File: src/rtl/mc_ctrl_pkg.sv
// Shared constants and types for the multicycle MIPS control unit:
// state codes, opcode values, ALU/mux encodings and the control-word struct.
package mc_ctrl_pkg;

  localparam logic [3:0] ST_FETCH  = 4'd0;
  localparam logic [3:0] ST_DECODE = 4'd1;
  localparam logic [3:0] ST_EXEC   = 4'd2;
  localparam logic [3:0] ST_ALUWB  = 4'd3;
  localparam logic [3:0] ST_ADDIEX = 4'd4;
  localparam logic [3:0] ST_ADDIWB = 4'd5;
  localparam logic [3:0] ST_MEMADR = 4'd6;
  localparam logic [3:0] ST_MEMRD  = 4'd7;
  localparam logic [3:0] ST_MEMWB  = 4'd8;
  localparam logic [3:0] ST_MEMWR  = 4'd9;
  localparam logic [3:0] ST_BRANCH = 4'd10;
  localparam logic [3:0] ST_JUMP   = 4'd11;

  typedef enum logic [3:0] {
    FETCH  = ST_FETCH,
    DECODE = ST_DECODE,
    EXEC   = ST_EXEC,
    ALUWB  = ST_ALUWB,
    ADDIEX = ST_ADDIEX,
    ADDIWB = ST_ADDIWB,
    MEMADR = ST_MEMADR,
    MEMRD  = ST_MEMRD,
    MEMWB  = ST_MEMWB,
    MEMWR  = ST_MEMWR,
    BRANCH = ST_BRANCH,
    JUMP   = ST_JUMP
  } state_t;

  localparam logic [5:0] OP_RTYPE = 6'b000000;
  localparam logic [5:0] OP_ADDI  = 6'b001000;
  localparam logic [5:0] OP_LW    = 6'b100011;
  localparam logic [5:0] OP_SW    = 6'b101011;
  localparam logic [5:0] OP_BEQ   = 6'b000100;
  localparam logic [5:0] OP_BNE   = 6'b000101;
  localparam logic [5:0] OP_J     = 6'b000010;

  localparam logic [1:0] ALU_ADD   = 2'd0;
  localparam logic [1:0] ALU_SUB   = 2'd1;
  localparam logic [1:0] ALU_FUNCT = 2'd2;

  localparam logic [1:0] SRCB_B     = 2'b00;
  localparam logic [1:0] SRCB_FOUR  = 2'b01;
  localparam logic [1:0] SRCB_IMM   = 2'b10;
  localparam logic [1:0] SRCB_IMMSH = 2'b11;

  localparam logic [1:0] PCSRC_ALU    = 2'b00;
  localparam logic [1:0] PCSRC_ALUOUT = 2'b01;
  localparam logic [1:0] PCSRC_JUMP   = 2'b10;

  typedef struct packed {
    logic       pcwrite;
    logic       pcwritecond;
    logic       branchne;
    logic       iord;
    logic       memread;
    logic       memwrite;
    logic       irwrite;
    logic       regdst;
    logic       memtoreg;
    logic       regwrite;
    logic       alusrca;
    logic [1:0] alusrcb;
    logic [1:0] aluop;
    logic [1:0] pcsource;
    logic       extop;
    logic       instrdone;
  } ctrl_t;

  typedef struct packed {
    logic is_r;
    logic is_addi;
    logic is_lw;
    logic is_sw;
    logic is_br;
    logic is_j;
    logic is_illegal;
  } op_class_t;

  // States that talk to memory and therefore wait on MemReady.
  function automatic logic is_mem_state(input state_t s);
    return (s == FETCH) || (s == MEMRD) || (s == MEMWR);
  endfunction

endpackage

File: src/rtl/mc_opcode_class.sv
// Combinational opcode classifier; bits above the 6 defined opcode bits
// must be zero for any legal match.
module mc_opcode_class
  import mc_ctrl_pkg::*;
#(
  parameter int OPCODE_W = 6
) (
  input  logic [OPCODE_W-1:0] opcode,
  output op_class_t           cls
);

  logic [5:0] op6;
  logic       upper_zero;

  generate
    if (OPCODE_W > 6) begin : g_wide
      assign op6        = opcode[5:0];
      assign upper_zero = ~|opcode[OPCODE_W-1:6];
    end else if (OPCODE_W == 6) begin : g_exact
      assign op6        = opcode;
      assign upper_zero = 1'b1;
    end else begin : g_narrow
      assign op6        = {{(6 - OPCODE_W){1'b0}}, opcode};
      assign upper_zero = 1'b1;
    end
  endgenerate

  always_comb begin
    cls = '0;
    if (upper_zero) begin
      case (op6)
        OP_RTYPE:       cls.is_r    = 1'b1;
        OP_ADDI:        cls.is_addi = 1'b1;
        OP_LW:          cls.is_lw   = 1'b1;
        OP_SW:          cls.is_sw   = 1'b1;
        OP_BEQ, OP_BNE: cls.is_br   = 1'b1;
        OP_J:           cls.is_j    = 1'b1;
        default:        cls.is_illegal = 1'b1;
      endcase
    end else begin
      cls.is_illegal = 1'b1;
    end
  end

endmodule

File: src/rtl/multicycle_control.sv
// Multicycle MIPS control FSM: sequences fetch/decode/execute/memory/writeback
// and drives the datapath strobes, with MemReady wait states in memory states.
module multicycle_control
  import mc_ctrl_pkg::*;
#(
  parameter int OPCODE_W = 6,
  parameter int ALUOP_W  = 2,
  parameter bit MEM_WAIT = 1'b1
) (
  input  logic                clk,
  input  logic                reset,
  input  logic [OPCODE_W-1:0] Opcode,
  input  logic                MemReady,
  output logic                PCWrite,
  output logic                PCWriteCond,
  output logic                BranchNe,
  output logic                IorD,
  output logic                MemRead,
  output logic                MemWrite,
  output logic                IRWrite,
  output logic                RegDst,
  output logic                MemtoReg,
  output logic                RegWrite,
  output logic                ALUSrcA,
  output logic [1:0]          ALUSrcB,
  output logic [ALUOP_W-1:0]  ALUop,
  output logic [1:0]          PCSource,
  output logic                Extop,
  output logic                InstrDone,
  output logic                IllegalOp,
  output logic [3:0]          State
);

  state_t    state_reg, state_next;
  logic      illegal_reg, illegal_next;
  op_class_t cls;
  ctrl_t     ctrl, ctrl_out;
  logic      mem_ready;

  assign mem_ready = MEM_WAIT ? MemReady : 1'b1;

  mc_opcode_class #(
    .OPCODE_W(OPCODE_W)
  ) u_class (
    .opcode(Opcode),
    .cls   (cls)
  );

  always_ff @(posedge clk) begin
    if (reset) begin
      state_reg   <= FETCH;
      illegal_reg <= 1'b0;
    end else begin
      state_reg   <= state_next;
      illegal_reg <= illegal_next;
    end
  end

  always_comb begin
    state_next   = state_reg;
    illegal_next = illegal_reg;
    ctrl         = '0;
    case (state_reg)
      FETCH: begin
        ctrl.memread  = 1'b1;
        ctrl.alusrcb  = SRCB_FOUR;
        ctrl.aluop    = ALU_ADD;
        ctrl.pcsource = PCSRC_ALU;
        ctrl.pcwrite  = mem_ready;
        ctrl.irwrite  = mem_ready;
        state_next    = DECODE;
      end
      DECODE: begin
        // ALU precomputes the branch target while the opcode is examined
        ctrl.alusrcb = SRCB_IMMSH;
        ctrl.aluop   = ALU_ADD;
        ctrl.extop   = 1'b1;
        if (cls.is_illegal) begin
          illegal_next   = 1'b1;
          ctrl.instrdone = 1'b1;
          state_next     = FETCH;
        end else if (cls.is_r) begin
          state_next = EXEC;
        end else if (cls.is_addi) begin
          state_next = ADDIEX;
        end else if (cls.is_lw || cls.is_sw) begin
          state_next = MEMADR;
        end else if (cls.is_br) begin
          state_next = BRANCH;
        end else begin
          state_next = JUMP;
        end
      end
      EXEC: begin
        ctrl.alusrca = 1'b1;
        ctrl.alusrcb = SRCB_B;
        ctrl.aluop   = ALU_FUNCT;
        state_next   = ALUWB;
      end
      ALUWB: begin
        ctrl.regdst    = 1'b1;
        ctrl.regwrite  = 1'b1;
        ctrl.instrdone = 1'b1;
        state_next     = FETCH;
      end
      ADDIEX: begin
        ctrl.alusrca = 1'b1;
        ctrl.alusrcb = SRCB_IMM;
        ctrl.aluop   = ALU_ADD;
        ctrl.extop   = 1'b1;
        state_next   = ADDIWB;
      end
      ADDIWB: begin
        ctrl.regwrite  = 1'b1;
        ctrl.instrdone = 1'b1;
        state_next     = FETCH;
      end
      MEMADR: begin
        ctrl.alusrca = 1'b1;
        ctrl.alusrcb = SRCB_IMM;
        ctrl.aluop   = ALU_ADD;
        ctrl.extop   = 1'b1;
        if (cls.is_lw)      state_next = MEMRD;
        else if (cls.is_sw) state_next = MEMWR;
        else                state_next = FETCH;
      end
      MEMRD: begin
        ctrl.memread = 1'b1;
        ctrl.iord    = 1'b1;
        state_next   = MEMWB;
      end
      MEMWB: begin
        ctrl.memtoreg  = 1'b1;
        ctrl.regwrite  = 1'b1;
        ctrl.instrdone = 1'b1;
        state_next     = FETCH;
      end
      MEMWR: begin
        ctrl.memwrite  = 1'b1;
        ctrl.iord      = 1'b1;
        ctrl.instrdone = mem_ready;
        state_next     = FETCH;
      end
      BRANCH: begin
        ctrl.alusrca     = 1'b1;
        ctrl.alusrcb     = SRCB_B;
        ctrl.aluop       = ALU_SUB;
        ctrl.pcwritecond = 1'b1;
        ctrl.pcsource    = PCSRC_ALUOUT;
        ctrl.branchne    = Opcode[0];
        ctrl.instrdone   = 1'b1;
        state_next       = FETCH;
      end
      JUMP: begin
        ctrl.pcwrite   = 1'b1;
        ctrl.pcsource  = PCSRC_JUMP;
        ctrl.instrdone = 1'b1;
        state_next     = FETCH;
      end
      default: begin
        state_next = FETCH;
      end
    endcase
    // A memory state without MemReady holds, keeping its request asserted
    if (is_mem_state(state_reg) && !mem_ready) begin
      state_next = state_reg;
    end
  end

  // Reset blanks every strobe at once so an aborted instruction writes nothing
  assign ctrl_out = reset ? '0 : ctrl;

  assign PCWrite     = ctrl_out.pcwrite;
  assign PCWriteCond = ctrl_out.pcwritecond;
  assign BranchNe    = ctrl_out.branchne;
  assign IorD        = ctrl_out.iord;
  assign MemRead     = ctrl_out.memread;
  assign MemWrite    = ctrl_out.memwrite;
  assign IRWrite     = ctrl_out.irwrite;
  assign RegDst      = ctrl_out.regdst;
  assign MemtoReg    = ctrl_out.memtoreg;
  assign RegWrite    = ctrl_out.regwrite;
  assign ALUSrcA     = ctrl_out.alusrca;
  assign ALUSrcB     = ctrl_out.alusrcb;
  assign ALUop       = ALUOP_W'(ctrl_out.aluop);
  assign PCSource    = ctrl_out.pcsource;
  assign Extop       = ctrl_out.extop;
  assign InstrDone   = ctrl_out.instrdone;
  assign IllegalOp   = illegal_reg;
  assign State       = reset ? ST_FETCH : state_reg;

endmodule
File: config.mk
export PLATFORM = sky130hd
export DESIGN_NAME = multicycle_control
export DESIGN_NICKNAME = d
export VERILOG_FILES = /design/src/rtl/mc_ctrl_pkg.sv /design/src/rtl/mc_opcode_class.sv /design/src/rtl/multicycle_control.sv
export SDC_FILE = /design/constraint.sdc
export NUM_CORES = 1
export LEC_CHECK = 0
export ABC_AREA = 1
export CORE_ASPECT_RATIO = 1.25
export CORE_MARGIN = 5
export CORE_UTILIZATION = 36
export DETAILED_ROUTE_END_ITERATION = 8
export PLACE_DENSITY = 0.76
export SKIP_CTS_REPAIR_TIMING = 1
export SLEW_MARGIN = 10
export SYNTH_ARGS = -nofsm -noshare
export SYNTH_HDL_FRONTEND = slang
export SYNTH_HIERARCHICAL = 1
export SYNTH_SLANG_ARGS = --single-unit
File: constraint.sdc
create_clock -name clk -period 1.1 [get_ports clk]
set_input_delay 0.22 -clock clk [delete_from_list [all_inputs] [get_ports clk]]
set_output_delay 0.22 -clock clk [all_outputs]
set_load 0.02 [all_outputs]
==> impl_metrics.ini <==
[drt]
drtIter0Drc = 50
route.vias.total = 1287
vias_per_cell = 5.43
wl_per_cell_um = 18.3
wl_um = 4340
drc_errors = 0
drt_first_pass_iters = 5
antenna_left = 0

[power]
p_int_uw = 802
p_sw_uw = 664
seq_power_share_pct = 17.0
power.density_nw_per_um2 = 834
p_leak_uw = 0.000944
p_sw_share_pct = 45.3
clock_power_share_pct = 15.5
power_frac_comb_pct = 67.6
vdd_ir_drop_max_mv = 0.979

[timing]
finalSetupViolCount = 28
relSlewSlack_pct = 79.0
tightest_slew_ps = 313
worst_slack_ps = -507
fmax_ghz = 0.622
clock_skew_ps = 9.99
rsz0062_at_grt = true
fin_crit_ps = 1610
report.final.slew_viol_count = 0
finalHoldViolCount = 0
min_period_over_period_pct = 146

[yosys]
syn-num-nets = 148
syn_inst = 139
avgSynthCellArea_um2 = 5.10
ys.warnings.count = 6
netlist_area_um2 = 709

[global_route]
antenna_found_initial = 0
grt_pass1_wl_um = 5070
grt_pass1_vias = 1234
grt_usage_pct = 21.4
grt_max_degree = 10
grt.overflow.total = 0

[place]
dpl_cell_area_um2 = 1490
port_buffers = 32
place_hpwl_um = 2560
gp_congestion = 0.921
placed_cells = 224

[clocking]
cts_buffer_depth = 2
cts.sinks = 5
clk_pin_slew_worst_paths_ps = 60
cts_buffers = 3
clock_latency_ps = 250
clockRootBuffer = clkbuf_4
cts_tree = done
h-tree-depth = 1

[floorplanning]
core_area_um2 = 1940
dieArea_um2 = 2960
die_h_um = 59.6
io_pins = 33
chipWidth_um = 49.7
initial_utilization_pct = 36.6
fp-row-count = 18

[worst_setup_path]
critical_path.top_delay_family = flip-flops
cp.depth = 5
arrival_ps = 1390
slowest_stage = dfxtp_2
reg2reg_depth = 10
worstSetupEndpointType = primary output
cp.required_ps = 880
cpPeakStageDelay_ps = 360
worstSetupPathType = reg2out
cp-start-kind = flip-flop
crit_buf_inv = 2
path_max_fanout = 5
cp_cell_sequence = inv_4 -> nor2_4 -> a21oi_4 -> a31oi_4 -> buf_6

[final_layout]
fin_cells = 237
largest_reg_flops = 4
drive_gt1_share_pct = 63.1
final_nets = 227
syn_to_final_growth_pct = 148
final_util_pct = 90.8
finalInstanceArea_um2 = 1760
diodes = 0

[hold_path]
hp-class = in2reg
hold_depth = 6

[status]
outcome = complete, but fails checks
violations = setup timing

[run]
max_cap_viol_count = 0
-- layout by cell type (no fill, tap or decap), types with 2 or more instances in the layout --
master,n
a21oi_4,7
buf_4,44
buf_6,25
clkbuf_4,3
dfxtp_4,3
dlymetal6s2s_1,7
inv_1,15
inv_2,4
inv_4,4
nand2_1,29
nand2_2,5
nand2_4,7
nand3_1,10
nand4_1,2
nor2_1,12
nor2_2,10
nor2_4,13
-- cell type report --
type / instances / area [um^2]
sequential: 5 / 113
clock buffer: 4 / 26.3
timing repair buffer: 78 / 714
multi-input combinational: 106 / 774
tap: 20 / 25.0
inverter: 24 / 105
fill: 88 / 179
-- worst reg2reg max path: cells and delay by family, from the launching register on --
family	cells	cell delay, ps
AND/OR/NAND/NOR	6	560
buffers and inverters	4	540
flip-flops	1	340
-- power by group through the flow --
stage	logic [uW]	clock network, uW	registers [uW]
floorplan	446	0	230
global placement	756	0	243
detailed placement	770	0	245
CTS	774	225	242
global route	1040	241	250
finish	991	227	249
-- routing by layer --
metal  part of all wire, %  up-vias  track usage (%)
li1                      -      586                -
met1                    35      610             19.2
met2                    54       65             45.1
met3                   5.4       26             2.02
met4                   5.1        0             10.9
met5                     0        -                0
-- worst paths after layout --
path / start / to / slack (ps)
hold / removal: reset / state_reg[3]$_SDFFE_PP0N_ / 590
hold reg to reg: IllegalOp$_SDFFE_PP0N_ / IllegalOp$_SDFFE_PP0N_ / 660
setup / recovery: state_reg[2]$_SDFFE_PP0N_ / InstrDone / -510
setup reg to reg: state_reg[2]$_SDFFE_PP0N_ / state_reg[1]$_SDFFE_PP0N_ / -410
-- metrics by stage --
step | TNS (ps) | power [uW] | hold slack (ps) | worst slack (ps)
floorplan | -2680 | 676 | 459 | -388
CTS | -23530 | 1240 | 627 | -1260
detailed placement | -23810 | 1020 | 612 | -1250
global route | -12260 | 1530 | 632 | -553
global placement | -22840 | 999 | 609 | -1180
finish | -10850 | 1470 | 591 | -507
No activity file was read; power rests on OpenSTA's default activity.
